File: config.mk
export PLATFORM = sky130hd
export DESIGN_NAME = fp_issue_scheduler_flat
export DESIGN_NICKNAME = d
export VERILOG_FILES = /design/src/rtl/fp_issue_scheduler_if.sv /design/src/rtl/fp_issue_scheduler.sv /design/src/flat_wrapper.sv
export SDC_FILE = /design/constraint.sdc
export NUM_CORES = 1
export LEC_CHECK = 0
export ABC_CLOCK_PERIOD_IN_PS = 4100
export CORE_UTILIZATION = 40
export CTS_BUF_LIST = sky130_fd_sc_hd__clkbuf_4 sky130_fd_sc_hd__clkbuf_8 sky130_fd_sc_hd__clkbuf_16
export CTS_CLUSTER_DIAMETER = 120
export DETAILED_ROUTE_END_ITERATION = 10
export PLACE_DENSITY = 0.6
export SYNTH_ARGS = -nofsm -noshare
export SYNTH_HDL_FRONTEND = slang
export SYNTH_SLANG_ARGS = --single-unit
File: constraint.sdc
create_clock -name clock -period 4.1 [get_ports clock]
set_clock_uncertainty 0.1 [all_clocks]
set_input_delay 0.82 -clock clock [delete_from_list [all_inputs] [get_ports clock]]
set_output_delay 0.82 -clock clock [all_outputs]
set_load 0.02 [all_outputs]
File: src/rtl/fp_issue_scheduler_if.sv
// Issue / writeback bundle between the FP decode stage and the FP issue scheduler.
// The decoder drives the issue request; the scheduler answers with the
// acceptance, the writeback tag stream and the scoreboard view.
interface fp_issue_scheduler_if #(
    parameter int REG_AW = 5
) ();
    logic                     IssueValid;
    logic [1:0]               IssueUnit;
    logic [REG_AW-1:0]        IssueDest;
    logic [REG_AW-1:0]        IssueSrc1;
    logic [REG_AW-1:0]        IssueSrc2;
    logic                     IssueReady;
    logic                     WbValid;
    logic [1:0]               WbUnit;
    logic [REG_AW-1:0]        WbDest;
    logic [(1<<REG_AW)-1:0]   Busy;
    logic [5:0]               InFlight;

    // Decoder side: presents ops, observes acceptance and writeback tags.
    modport master (
        output IssueValid, IssueUnit, IssueDest, IssueSrc1, IssueSrc2,
        input  IssueReady, WbValid, WbUnit, WbDest, Busy, InFlight
    );

    // Scheduler side.
    modport slave (
        input  IssueValid, IssueUnit, IssueDest, IssueSrc1, IssueSrc2,
        output IssueReady, WbValid, WbUnit, WbDest, Busy, InFlight
    );
endinterface

File: src/rtl/fp_issue_scheduler.sv
// FP issue / writeback scheduler.
// Gates each decoded FP op on a register scoreboard (RAW/WAW), a shared
// writeback-port reservation ring and the divider initiation interval, and
// replays the destination tag of every accepted op in the exact cycle its
// unit result appears.
module fp_issue_scheduler #(
    parameter int REG_AW   = 5,
    parameter int LAT_ADD  = 7,
    parameter int LAT_MUL  = 5,
    parameter int LAT_DIV  = 20,
    parameter int LAT_SQRT = 16,
    parameter int DIV_II   = 4,
    parameter int MAX_LAT  = 20
) (
    input  logic                 clock,
    input  logic                 nReset,
    fp_issue_scheduler_if.slave  bus
);

    localparam int NREG = 1 << REG_AW;
    localparam int LW   = $clog2(MAX_LAT + 2);
    localparam int DCW  = (DIV_II > 1) ? $clog2(DIV_II) : 1;

    // Latency of a functional unit; the ring slot index used for its reservation.
    function automatic logic [LW-1:0] lat_of(input logic [1:0] unit);
        logic [LW-1:0] lat;
        case (unit)
            2'd0:    lat = LW'(LAT_ADD);
            2'd1:    lat = LW'(LAT_MUL);
            2'd2:    lat = LW'(LAT_DIV);
            2'd3:    lat = LW'(LAT_SQRT);
            default: lat = LW'(LAT_ADD);
        endcase
        return lat;
    endfunction

    // Reservation ring: slot i holds the op whose result is valid i cycles from now.
    logic              slot_valid_q [0:MAX_LAT];
    logic [1:0]        slot_unit_q  [0:MAX_LAT];
    logic [REG_AW-1:0] slot_dest_q  [0:MAX_LAT];
    logic              slot_valid_d [0:MAX_LAT];
    logic [1:0]        slot_unit_d  [0:MAX_LAT];
    logic [REG_AW-1:0] slot_dest_d  [0:MAX_LAT];

    logic [NREG-1:0]   busy_q, busy_d;
    logic [DCW-1:0]    div_cnt_q, div_cnt_d;
    logic [5:0]        inflight_q, inflight_d;

    logic [LW-1:0]     lat_s;
    logic              src2_ok_s;
    logic              div_ok_s;
    logic              ready_s;
    logic              accept_s;
    logic              wb_valid_s;
    logic [NREG-1:0]   set_mask_s;
    logic [NREG-1:0]   clr_mask_s;

    // Issue gate: hazards are judged on registered state only, no bypass.
    always_comb begin
        lat_s     = lat_of(bus.IssueUnit);
        src2_ok_s = (bus.IssueUnit == 2'd3) ? 1'b1 : ~busy_q[bus.IssueSrc2];
        div_ok_s  = (bus.IssueUnit != 2'd2) || (div_cnt_q == {DCW{1'b0}});
        ready_s   = ~busy_q[bus.IssueSrc1] & src2_ok_s & ~busy_q[bus.IssueDest]
                  & ~slot_valid_q[lat_s] & div_ok_s;
        accept_s  = bus.IssueValid & ready_s;
    end

    // Ring advance by one slot; an accepted op lands in slot L-1, which the shift left empty.
    always_comb begin
        for (int i = 0; i < MAX_LAT; i++) begin
            slot_valid_d[i] = (accept_s && (lat_s == LW'(i + 1))) ? 1'b1          : slot_valid_q[i + 1];
            slot_unit_d[i]  = (accept_s && (lat_s == LW'(i + 1))) ? bus.IssueUnit : slot_unit_q[i + 1];
            slot_dest_d[i]  = (accept_s && (lat_s == LW'(i + 1))) ? bus.IssueDest : slot_dest_q[i + 1];
        end
        slot_valid_d[MAX_LAT] = 1'b0;
        slot_unit_d[MAX_LAT]  = 2'd0;
        slot_dest_d[MAX_LAT]  = {REG_AW{1'b0}};
    end

    // Scoreboard: new issue sets its destination, writeback clears; set wins on overlap.
    always_comb begin
        wb_valid_s = slot_valid_q[0];
        set_mask_s = accept_s   ? (NREG'(1) << bus.IssueDest)      : {NREG{1'b0}};
        clr_mask_s = wb_valid_s ? (NREG'(1) << slot_dest_q[0])     : {NREG{1'b0}};
        busy_d     = (busy_q & ~clr_mask_s) | set_mask_s;
    end

    // Divider initiation-interval counter.
    always_comb begin
        if (accept_s && (bus.IssueUnit == 2'd2)) begin
            div_cnt_d = DCW'(DIV_II - 1);
        end else if (div_cnt_q != {DCW{1'b0}}) begin
            div_cnt_d = div_cnt_q - DCW'(1);
        end else begin
            div_cnt_d = div_cnt_q;
        end
    end

    // Count of accepted ops whose writeback has not happened yet.
    always_comb begin
        case ({accept_s, wb_valid_s})
            2'b10:   inflight_d = inflight_q + 6'd1;
            2'b01:   inflight_d = inflight_q - 6'd1;
            default: inflight_d = inflight_q;
        endcase
    end

    // State registers; async reset discards every in-flight tag.
    always_ff @(posedge clock or negedge nReset) begin
        if (!nReset) begin
            for (int i = 0; i <= MAX_LAT; i++) begin
                slot_valid_q[i] <= 1'b0;
                slot_unit_q[i]  <= 2'd0;
                slot_dest_q[i]  <= {REG_AW{1'b0}};
            end
            busy_q     <= {NREG{1'b0}};
            div_cnt_q  <= {DCW{1'b0}};
            inflight_q <= 6'd0;
        end else begin
            for (int i = 0; i <= MAX_LAT; i++) begin
                slot_valid_q[i] <= slot_valid_d[i];
                slot_unit_q[i]  <= slot_unit_d[i];
                slot_dest_q[i]  <= slot_dest_d[i];
            end
            busy_q     <= busy_d;
            div_cnt_q  <= div_cnt_d;
            inflight_q <= inflight_d;
        end
    end

    // Outputs: writeback tag straight from ring slot 0, scoreboard and count from flops.
    always_comb begin
        bus.IssueReady = ready_s;
        bus.WbValid    = slot_valid_q[0];
        bus.WbUnit     = slot_unit_q[0];
        bus.WbDest     = slot_dest_q[0];
        bus.Busy       = busy_q;
        bus.InFlight   = inflight_q;
    end

endmodule
File: src/flat_wrapper.sv
// flat-port wrapper written by rule: the top's interface ports become plain ports
module fp_issue_scheduler_flat 
#(
    parameter int REG_AW   = 5,
    parameter int LAT_ADD  = 7,
    parameter int LAT_MUL  = 5,
    parameter int LAT_DIV  = 20,
    parameter int LAT_SQRT = 16,
    parameter int DIV_II   = 4,
    parameter int MAX_LAT  = 20
)
  (clock, nReset, bus_IssueValid, bus_IssueUnit, bus_IssueDest, bus_IssueSrc1, bus_IssueSrc2, bus_IssueReady, bus_WbValid, bus_WbUnit, bus_WbDest, bus_Busy, bus_InFlight);
  fp_issue_scheduler_if #(.REG_AW(REG_AW)) bus_i ();
  input  logic clock;
  input  logic nReset;
  input wire logic [$bits(bus_i.IssueValid)-1:0] bus_IssueValid;
  input wire logic [$bits(bus_i.IssueUnit)-1:0] bus_IssueUnit;
  input wire logic [$bits(bus_i.IssueDest)-1:0] bus_IssueDest;
  input wire logic [$bits(bus_i.IssueSrc1)-1:0] bus_IssueSrc1;
  input wire logic [$bits(bus_i.IssueSrc2)-1:0] bus_IssueSrc2;
  output wire logic [$bits(bus_i.IssueReady)-1:0] bus_IssueReady;
  output wire logic [$bits(bus_i.WbValid)-1:0] bus_WbValid;
  output wire logic [$bits(bus_i.WbUnit)-1:0] bus_WbUnit;
  output wire logic [$bits(bus_i.WbDest)-1:0] bus_WbDest;
  output wire logic [$bits(bus_i.Busy)-1:0] bus_Busy;
  output wire logic [$bits(bus_i.InFlight)-1:0] bus_InFlight;
  assign bus_i.IssueValid = bus_IssueValid;
  assign bus_i.IssueUnit = bus_IssueUnit;
  assign bus_i.IssueDest = bus_IssueDest;
  assign bus_i.IssueSrc1 = bus_IssueSrc1;
  assign bus_i.IssueSrc2 = bus_IssueSrc2;
  assign bus_IssueReady = bus_i.IssueReady;
  assign bus_WbValid = bus_i.WbValid;
  assign bus_WbUnit = bus_i.WbUnit;
  assign bus_WbDest = bus_i.WbDest;
  assign bus_Busy = bus_i.Busy;
  assign bus_InFlight = bus_i.InFlight;
  fp_issue_scheduler #(.REG_AW(REG_AW), .LAT_ADD(LAT_ADD), .LAT_MUL(LAT_MUL), .LAT_DIV(LAT_DIV), .LAT_SQRT(LAT_SQRT), .DIV_II(DIV_II), .MAX_LAT(MAX_LAT)) u_core (.clock(clock), .nReset(nReset), .bus(bus_i));
endmodule
After elaboration in Yosys (flattened, before gate mapping):

Index checks and enable logic that the tools add are counted.

* output and inout bits: 47
* memory bits (writable): 0
* bits in latches: 0
* word-level logic and storage cells: 214
* memories: 0
* register bits after elaboration: 200
* ROM bits: 0
* input bits: 20

* divide/modulo/power cells: 0
* mux-type cells: 76
* shift operators: 2
* equality and inequality tests: 26
* reductions and logical operators: 27
* multipliers: 0
* add/sub/neg operators: 3
* magnitude comparators: 4
* bitwise operators: 13

Operators with widths (count)
* 2-to-1 mux 5 bit: 20
* 2-to-1 mux 32 bit: 2
* left shift 1 x 5 -> 32 bit (first input constant): 2
* 2-to-1 mux 2 bit: 22
* equality test 5 x 4 -> 1 bit (second input constant): 8
* bitwise AND 32 bit: 1
* inverter 32 bit: 1
* OR 32 bit: 1
* 2-to-1 mux 1 bit: 26
* equality test 5 bit (second input constant): 5
* logical AND 1 bit: 21
* binary-select mux 1 bit (select 5 bit): 4
* equality test 5 x 3 -> 1 bit (second input constant): 4
* one-hot mux 5 bit (4 select lines): 1
* < comparator 5 x 6 -> 1 bit (second input constant): 3
* one-hot mux 6 bit (2 select lines): 1
* equality test 5 x 2 -> 1 bit (second input constant): 2
* adder 6 x 1 -> 6 bit (second input constant): 1
* equality test 2 bit (second input constant): 3
* >= comparator 6 bit (second input constant): 1
* inverter 5 -> 6 bit: 1
* nonzero test 2 bit: 3
* subtractor 6 x 1 -> 6 bit (second input constant): 1
* bitwise AND 1 bit: 5
* 7 further kinds: 12

Depth between registers and ports, before layout:

Gate-level depths: netlist (run 1).

* depth after elaboration: 12
* gate-level depth with buffers: 20
* mapped depth without buffers: 17

Worst setup path before layout (run 1):

No wires, ideal clock.

* kind: in2reg
* start: input bus_IssueSrc2[1]
* end: register u_core.inflight_q[5] (netlist: u_core.bus.InFlight[5])
* arrival: 4.341 ns
* library setup time: 0.130 ns
* path buffers: 4
* required time: 3.870 ns
* slack: -0.471 ns
* cell stages on the path: 20
* cell sequence: clkbuf_1 > buf_2 > mux2i_1 > a22oi_1 > nand3_1 > nand4_1 > a211o_1 > buf_6 > clkbuf_1 > inv_1 > nand2_1 > ha_1 > ha_1 > a21o_1 > a21oi_1 > o21bai_1 > a21oi_1 > xor2_1 > nor2_1 > xor2_1

* word-level cells in the longest chain between the ends: 11
* elaborated cells between the ends (all ways): 13
* those cells by class: 2 x eq/ne; 4 x mux; 6 x bitwise; 1 x reduce/logical

Ends and longest elaborated chain
* from (decl): line flat_wrapper.sv:20 `input wire logic [$bits(bus_i.IssueSrc2)-1:0] bus_IssueSrc2;`
* binary-select mux 1 bit (select 5 bit) (*): line fp_issue_scheduler.sv:61 `src2_ok_s = (bus.IssueUnit == 2'd3) ? 1'b1 : ~busy_q[bus.IssueSrc2];`
* 2-to-1 mux 1 bit (not written as such) (*): line fp_issue_scheduler.sv:61
* inverter 1 bit (*): line fp_issue_scheduler.sv:61
* 2-to-1 mux 1 bit (*): line fp_issue_scheduler.sv:61
* bitwise AND 1 bit (*) (2 in a row): line fp_issue_scheduler.sv:63 `ready_s = ~busy_q[bus.IssueSrc1] & src2_ok_s & ~busy_q[bus.IssueDest]`
* bitwise AND 1 bit (*) (2 in a row): line fp_issue_scheduler.sv:64 `& ~slot_valid_q[lat_s] & div_ok_s;`
* via bus_IssueReady: line flat_wrapper.sv:21 `output wire logic [$bits(bus_i.IssueReady)-1:0] bus_IssueReady;`
* bitwise AND 1 bit (*): line fp_issue_scheduler.sv:65 `accept_s = bus.IssueValid & ready_s;`
* equality test 2 x 1 -> 1 bit or equality test 2 bit (tied branches): line fp_issue_scheduler.sv:101 `case ({accept_s, wb_valid_s})`
* one-hot mux 6 bit (2 select lines) or nonzero test 2 bit (tied branches)
* to (signal assigned): line fp_issue_scheduler.sv:127 `inflight_q <= inflight_d;`
* to (decl): line fp_issue_scheduler.sv:47 `logic [5:0] inflight_q, inflight_d;`

The timed path passes the listed nets; every way through them passes the cells marked *. The select of a mux whose other input is x is not followed.
A chain may end at the register's enable or synchronous reset.

Worst setup path after layout (run 1):

* start: input bus_IssueSrc2[1]
* end: register u_core.inflight_q[5] (netlist: u_core.bus.InFlight[5])

* word-level cells in the longest chain between the ends: 11
* elaborated cells between the ends (all ways): 13
* those cells by class: 2 x eq/ne; 4 x mux; 6 x bitwise; 1 x reduce/logical

Ends and longest elaborated chain (line)
* binary-select mux 1 bit (select 5 bit) (*): fp_issue_scheduler.sv:61
* 2-to-1 mux 1 bit (not written as such) (*): fp_issue_scheduler.sv:61
* inverter 1 bit (*): fp_issue_scheduler.sv:61
* 2-to-1 mux 1 bit (*): fp_issue_scheduler.sv:61
* bitwise AND 1 bit (*) (2 in a row): fp_issue_scheduler.sv:63
* bitwise AND 1 bit (*) (2 in a row): fp_issue_scheduler.sv:64
* bitwise AND 1 bit (*): fp_issue_scheduler.sv:65
* equality test 2 x 1 -> 1 bit or equality test 2 bit (tied branches): fp_issue_scheduler.sv:101
* one-hot mux 6 bit (2 select lines) or nonzero test 2 bit (tied branches)

Mark *: on every way between the ends. The rest lies on a longest branch, timed or not. The select of a mux whose other input is x is not followed.

==> results of run 1 <==
## metal layers
layer	track usage [%]	up-vias	part of all wire [%]
li1	-	2006	-
met1	24.94	2329	46
met2	26.77	164	46
met3	4.662	18	6.6
met4	6.959	0	1.5
met5	0	-	0
## worst max-delay path by stage
| stage | end | cells past startpoint | slack [ps] |
|---|---|---|---|
| global route | u_core.bus.InFlight[5] | 18 | 6 |
| CTS | bus_IssueReady | 10 | 9 |
| finish | u_core.bus.InFlight[5] | 18 | 200 |
| detailed placement | u_core.bus.InFlight[5] | 19 | -450 |
| global placement | u_core.bus.InFlight[5] | 18 | -380 |
| floorplan | u_core.bus.InFlight[5] | 20 | 10 |
## layout make-up
cell class                      instances  area (µm²)
Clock buffer                           20       466.7
Multi-Input combinational cell        272        2151
Clock inverter                         11       107.6
Inverter                               11       48.80
Tap cell                              229       286.5
Sequential cell                       200        5005
Timing Repair Buffer                  111        1052
Fill cell                            1578        9091
## flip-flops by register name (all words and copies together), names as in the netlist
signal	count
u_core.slot_dest_q	95
u_core.slot_unit_q	38
u_core.bus.Busy	32
u_core.slot_valid_q	19
u_core.bus.InFlight	6
u_core.bus.WbDest	5
u_core.bus.WbUnit	2
u_core.div_cnt_q	2
u_core.bus.WbValid	1
## cell families (layout without fill, tap and decap cells)
logic type      after synthesis  in the layout
compound gates               97             97
mux                          53             53
xor+xnor                      7              7
fa+ha+maj                     7              7
other cells                   1              1
flops                       200            200
simple gates                107            107
buf+inv                     105            153
## cells in the final DEF, fill, tap and decap left out, drive strengths merged, types with 3 or more instances in the layout
cell type / n
buf: 45
nor2: 9
o21ai: 39
nand2: 30
a21oi: 6
nand3: 15
and2: 7
o22ai: 4
or4: 4
clkinv: 7
xor2: 4
nand2b: 14
mux2i: 17
o31ai: 32
a22oi: 7
inv: 15
or3: 3
or2: 4
nand4: 4
mux4: 12
mux2: 24
xnor2: 3
clkdlybuf4s50: 61
ha: 6
nor2b: 9
dfrtp: 200
clkbuf: 21
## stage by stage
stage	hold slack, ps	setup TNS [ps]	instances	utilization, %
floorplan	231.2	0	577	-
global placement	231.6	-3741	819	46.55
detailed placement	234.7	-4593	819	46.55
CTS	248.9	0	850	49.70
global route	253.8	0	854	50.07
finish	246.7	0	854	50.07
## what timing repair did
item                                   in CTS  in global routing
setup endpoints to repair                   1                  3
endpoints found under the hold margin       0                  0
setup buffers                               0                  4
resized for setup                           4                 10
pin swaps                                   1                 11
## power by group
| group | switching [µW] | internal [µW] | leakage (µW) | total [µW] |
|---|---|---|---|---|
| clock network | 741 | 845 | 0.000285 | 1590 |
| registers | 55.3 | 2040 | 0.00256 | 2100 |
| logic | 259 | 240 | 0.00132 | 499 |
==> qor.csv, run 1 <==
stage;metric;value;unit
timing;headroom to the max-slew limit;53.90;%
cells_and_area;fin area;0.009117;mm²
floorplanning;initial core utilization;41.33;%
outcome;outcome;finished with violations;
global_route;remaining global-route overflow;0;
logic_synthesis;Post-Synth XOR/XNOR Area;0.8146;%
logic_synthesis;Yosys top cell area share;66.50;%
setup_path;Crit path max-delay family;compound AO/OA/AOI/OAI gates;
global_route;initial antenna violation count;0;
setup_path;crit path cell chain;clkdlybuf4s50_1, buf_12, mux2i_1, a22oi_1, nand3_1, nand4_1, a211o_4, inv_8, nand2_4, ha_4, ha_4, a21o_1, a21oi_2, o21bai_1, a21oi_1, xor2_1, nor2_1, xor2_1;
global_route;first-pass GRT wire length;25960;µm
setup_path;slowest stage delay, CP;500;ps
logic_synthesis;FF+latch count, synth;200;
setup_path;worst r2r dst;u_core.bus.InFlight[5];
timing;Worst Tran Pin Value;691.5;ps
hold_path;hold path cells;0;
setup_path;Setup CP Type;input port to flop;
power_and_ir_drop;maximum vdd drop;0.0003420;V
clocking;H-tree lvl count;4;
power_and_ir_drop;PD cells;458.8;mW/mm²
logic_synthesis;top post-synthesis cells by area;dfrtp_1, clkbuf_1, mux4_2;
drt;DR vias/cell;5.289;
job;# Max-Cap Violations;0;
timing;Setup violations, final;0;
cells_and_area;Area Growth Syn to Fin;21.15;%
drt;initial drt markers;354;
cells_and_area;fraction of layout instances using a drive strength above 1;20.64;%
clocking;Clk Latency, worst-skew pair;430;ps
logic_synthesis;post-synthesis compound-gate area fraction;8.163;%
logic_synthesis;main combinational cell family by area after synthesis;multiplexers;
logic_synthesis;most common cell in the netlist;dfrtp_1;
outcome;failing checks;DRC;
drt;1st-pass router iterations;8;
floorplanning;full die area;0.01937;mm²
drt;Detailed Route WL;16320;µm
logic_synthesis;Cell Area, Synth;0.007526;mm²
setup_path;arrival time worst endpoint;4110;ps
timing;RSZ-0062 raised after global routing;false;
logic_synthesis;Post-synth EDFFs;0;
placement;placed cell areas;0.008476;mm²
logic_synthesis;Post-Synth Simple-Gate Area;7.465;%
power_and_ir_drop;P_leak;0.004166;µW
setup_path;FF-to-FF path depth;16;
floorplanning;chip width;139.2;µm
clocking;clk sinks;200;
logic_synthesis;Yosys top cell by area;dfrtp_1;
power_and_ir_drop;Power Total;4183;µW
logic_synthesis;synthesized instance count;577;
hold_path;Hold Crit Class;flop to flop;
setup_path;Critical path origin;bus_IssueSrc2[1];
placement;GPL Wtd Cong;0.9067;
setup_path;Slowest-stage cell, CP;clkdlybuf4s50_1;
floorplanning;std cell rows;49;
logic_synthesis;post-synthesis sequential area ratio;66.50;%
logic_synthesis;Post-Syn Area per Cell;13.04;µm²
drt;post-route ant nets;0;
logic_synthesis;Unique masters post-synth;43;
hold_path;hold path start;u_core.slot_dest_q[91];
setup_path;crit path buf inv count;3;
global_route;largest net degree at the start of global routing;93;
drt;via count;4517;
clocking;CTS tree;built;
setup_path;R2R Setup Slk;570;ps
timing;final-report hold violation count;0;
timing;period utilisation layout;95.04;%
placement;HPWL Detailed;11360;µm
placement;pre-CTS setup slack;-446.5;ps
setup_path;Setup crit end kind;flop;
floorplanning;I/O pin total;67;
cells_and_area;final net count;640;
cells_and_area;Antenna Cells;0;
floorplanning;Die H;139.2;µm
clocking;Clock transition at path regs;70;ps
logic_synthesis;Mapped Nets;604;
floorplanning;core area;0.01821;mm²
setup_path;crit path max fanout;16;
logic_synthesis;Post-synth top cells;dfrtp_1, clkbuf_1, o21ai_0;
drt;wire length per cell;19.10;µm
setup_path;Reg-to-Reg Start;u_core.bus.Busy[23];
setup_path;Worst Path Required;4310;ps
setup_path;CP Launch Type;input port;
placement;port bufs;66;
global_route;global-route usage over all layers;17.86;%
logic_synthesis;mux cell area share after synthesis;9.692;%
timing;min Tclk post-route;3897;ps
hold_path;worst hold endpoint;u_core.slot_dest_q[96];
global_route;vias in the first global route;4669;
logic_synthesis;top_reg_cell synth;dfrtp_1;
drt;drc violations;7;
logic_synthesis;async set-reset flop share out of synthesis;100.0;%
clocking;CTS Hold Bufs;0;
clocking;CTS max path bufs;2;
timing;FMAX;256.6;MHz
clocking;total CTS buffers;17;
timing;Slew Limit Fails;0;
logic_synthesis;Synth Area in Adders;1.264;%
logic_synthesis;synth warn;0;
clocking;clock root cell;clkbuf_16;
timing;final worst slack;203.3;ps
Power figures use the tool's default switching activity.
==> run 2, diff against run 1 <==
GPL_TIMING_DRIVEN = 0   (was not set)
==> run 2 against run 1 <==
  * The flow still finishes with violations (DRC)
  * First-iteration DRC count decreased by 7.9%
  * Combinational power is 6.6% lower
  * Sequential share of layout area shrank 0.96 points
==> qor.csv, run 2 (synthesis gave the netlist of run 1 again) <==
stage;metric;value;unit;change
floorplanning;std cell rows;49;;unchanged
power_and_ir_drop;Int Power;3250;µW;+3.9%
cells_and_area;most common cell after layout, fill and taps aside;dfrtp_1;;
cells_and_area;fraction of layout instances using a drive strength above 1;17.04;%;-3.6 points
cells_and_area;final net count;690;;+7.8%
job;# Max-Cap Violations;0;;unchanged
clocking;CTS tree;built;;
setup_path;Crit path max-delay family;compound AO/OA/AOI/OAI gates;;
setup_path;Worst Path Required;4310;ps;about the same
cells_and_area;Fillers;1594;;+1.0%
placement;pre-CTS setup slack;-871.5;ps;-425.0 ps
drt;1st-pass router iterations;10;;+2
setup_path;most used cell along the critical path;buf_6;;
floorplanning;core area;0.01821;mm²;unchanged
clocking;CTS max path bufs;2;;unchanged
drt;initial drt markers;326;;-7.9%
global_route;remaining global-route overflow;0;;unchanged
outcome;outcome;finished with violations;;
power_and_ir_drop;maximum vdd drop;0.0003683;V;+7.7%
timing;final-report hold violation count;0;;unchanged
cells_and_area;Biggest register;u_core.slot_dest_q;;
hold_path;Hold Crit Class;input port to asynchronous set/reset pin;;
cells_and_area;Antenna Cells;0;;unchanged
floorplanning;initial core utilization;41.33;%;unchanged
drt;DR vias/cell;5.229;;-1.1%
timing;period utilisation layout;99.76;%;+4.7 points
setup_path;crit path max fanout;10;;-6
setup_path;slowest stage delay, CP;500;ps;about the same
timing;final worst slack;9.972;ps;-193.3 ps
power_and_ir_drop;Switch Pwr;1029;µW;-2.5%
power_and_ir_drop;switching portion of total power;24.04;%;-1.2 points
global_route;largest net degree at the start of global routing;137;;+47%
clocking;total CTS buffers;17;;unchanged
floorplanning;Die H;139.2;µm;unchanged
drt;post-route ant nets;0;;unchanged
clocking;H-tree lvl count;4;;unchanged
drt;drc violations;7;;unchanged
setup_path;Setup CP Type;input port to flop;;
global_route;initial antenna violation count;0;;unchanged
power_and_ir_drop;P_leak;0.004203;µW;+0.89%
timing;Post-Route Setup TNS;0;ps;unchanged
clocking;Clk Latency, worst-skew pair;420;ps;about the same
placement;port bufs;60;;-9.1%
placement;GPL Wtd Cong;0.8344;;-8.0%
power_and_ir_drop;PD cells;461.1;mW/mm²;+0.50%
power_and_ir_drop;Comb pwr share;10.9;%;-1.0 points
power_and_ir_drop;clock share of power;40.1;%;+2.2 points
clocking;clock root cell;clkbuf_16;;
setup_path;CP Launch Type;input port;;
cells_and_area;Largest register FFs;95;;unchanged
global_route;global-route usage over all layers;17.74;%;-0.12 points
global_route;first-pass GRT wire length;25860;µm;-0.40%
global_route;vias in the first global route;4806;;+2.9%
drt;wire length per cell;18.18;µm;-4.8%
cells_and_area;Area Growth Syn to Fin;23.31;%;
timing;Setup violations, final;0;;unchanged
setup_path;crit path cell chain;clkbuf_2, buf_6, buf_6, mux4_2, o22ai_1, o22ai_2, a211o_1, buf_6, clkbuf_16, inv_8, nand2_4, ha_4, ha_4, a21o_1, a21oi_2, o21bai_1, a21oi_1, xor2_1, nor2_1, xor2_1;;
power_and_ir_drop;Flop pwr share;49.0;%;-1.1 points
timing;min Tclk post-route;4090;ps;+193.3 ps
drt;via count;4727;;+4.6%
setup_path;crit path buf inv count;6;;+3
floorplanning;I/O pin total;67;;unchanged
timing;FMAX;244.5;MHz;-4.7%
floorplanning;full die area;0.01937;mm²;unchanged
timing;Slew Limit Fails;0;;unchanged
placement;HPWL Detailed;11230;µm;-1.2%
timing;headroom to the max-slew limit;48.79;%;-5.1 points
cells_and_area;most frequent cells in the layout;dfrtp_1, clkbuf_1, clkdlybuf4s50_1;;
setup_path;arrival time worst endpoint;4300;ps;+190 ps
clocking;Clock transition at path regs;70;ps;about the same
timing;Worst Tran Pin Value;762.2;ps;+70.71 ps
setup_path;Setup crit end kind;flop;;
drt;Detailed Route WL;16440;µm;+0.76%
clocking;clk sinks;200;;unchanged
outcome;failing checks;DRC;;
floorplanning;chip width;139.2;µm;unchanged
setup_path;Slowest-stage cell, CP;mux4_2;;
## run 2: metrics by stage
stage	std cells	hold WS, ps	total power, µW	area, µm²	utilization (%)
global route	904	241.4	4459	9280	50.97
CTS	904	238.1	4322	9224	50.66
floorplan	577	231.2	2387	7631	-
detailed placement	867	234.7	2589	8551	46.96
global placement	866	231.2	2560	8518	46.78
finish	904	221.3	4279	9280	50.97
## run 2: path summary, 6_finish.rpt
kind                                        start  slack, ps                     end  cells after the start
setup / recovery                 bus_IssueSrc1[1]         10  u_core.bus.InFlight[5]                     20
hold / removal                             nReset        220  u_core.bus.InFlight[5]                      1
setup reg to reg               u_core.bus.Busy[7]        270  u_core.bus.InFlight[5]                     18
hold reg to reg            u_core.slot_unit_q[11]        250  u_core.slot_unit_q[13]                      0
max in group asynchronous                  nReset       2670  u_core.slot_dest_q[94]                      2
min in group clock         u_core.slot_unit_q[11]        250  u_core.slot_unit_q[13]                      0
## run 2: per-layer routing
layer | up-vias | GRT usage, % | routed length, µm
met5 | - | 0 | 0
met4 | 0 | 6.199 | 225
met3 | 23 | 6.526 | 1346
met2 | 159 | 27.80 | 7789
met1 | 2442 | 22.71 | 7076
li1 | 2103 | - | -
## run 2: cell type report
type | instances | area, µm² | area share [%]
flip-flops and latches | 200 | 5005 | 53.93
multi-input cells | 272 | 2158 | 23.26
repair buffers | 67 | 695.7 | 7.496
plain buffers | 94 | 469.2 | 5.056
clock buffers | 19 | 452.9 | 4.881
well taps | 229 | 286.5 | 3.088
clock inverters | 12 | 163.9 | 1.766
inverters | 11 | 48.80 | 0.5258
## run 2: power by group through the flow
stage	clock, µW	combinational (µW)	sequential (µW)
2_1_floorplan	0	226	2160
3_3_place_gp	0	429	2130
3_5_place_dp	0	454	2130
4_1_cts	1760	464	2100
5_1_grt	1840	514	2100
6_report	1720	466	2100
## run 2: repair_timing
item / CTS / global route
gates resized for setup: 8 / 21
hold buffers: 0 / 0
pin swaps: 1 / 4
setup buffers: 6 / 0
setup endpoints to repair: 4 / 3
==> run 3, diff against run 2 <==
CAP_MARGIN = 20   (was not set)
CTS_CLUSTER_SIZE = 8   (was not set)
==> results of run 3 <==
Final layout, timing and power as in run 2 (identical DEF).
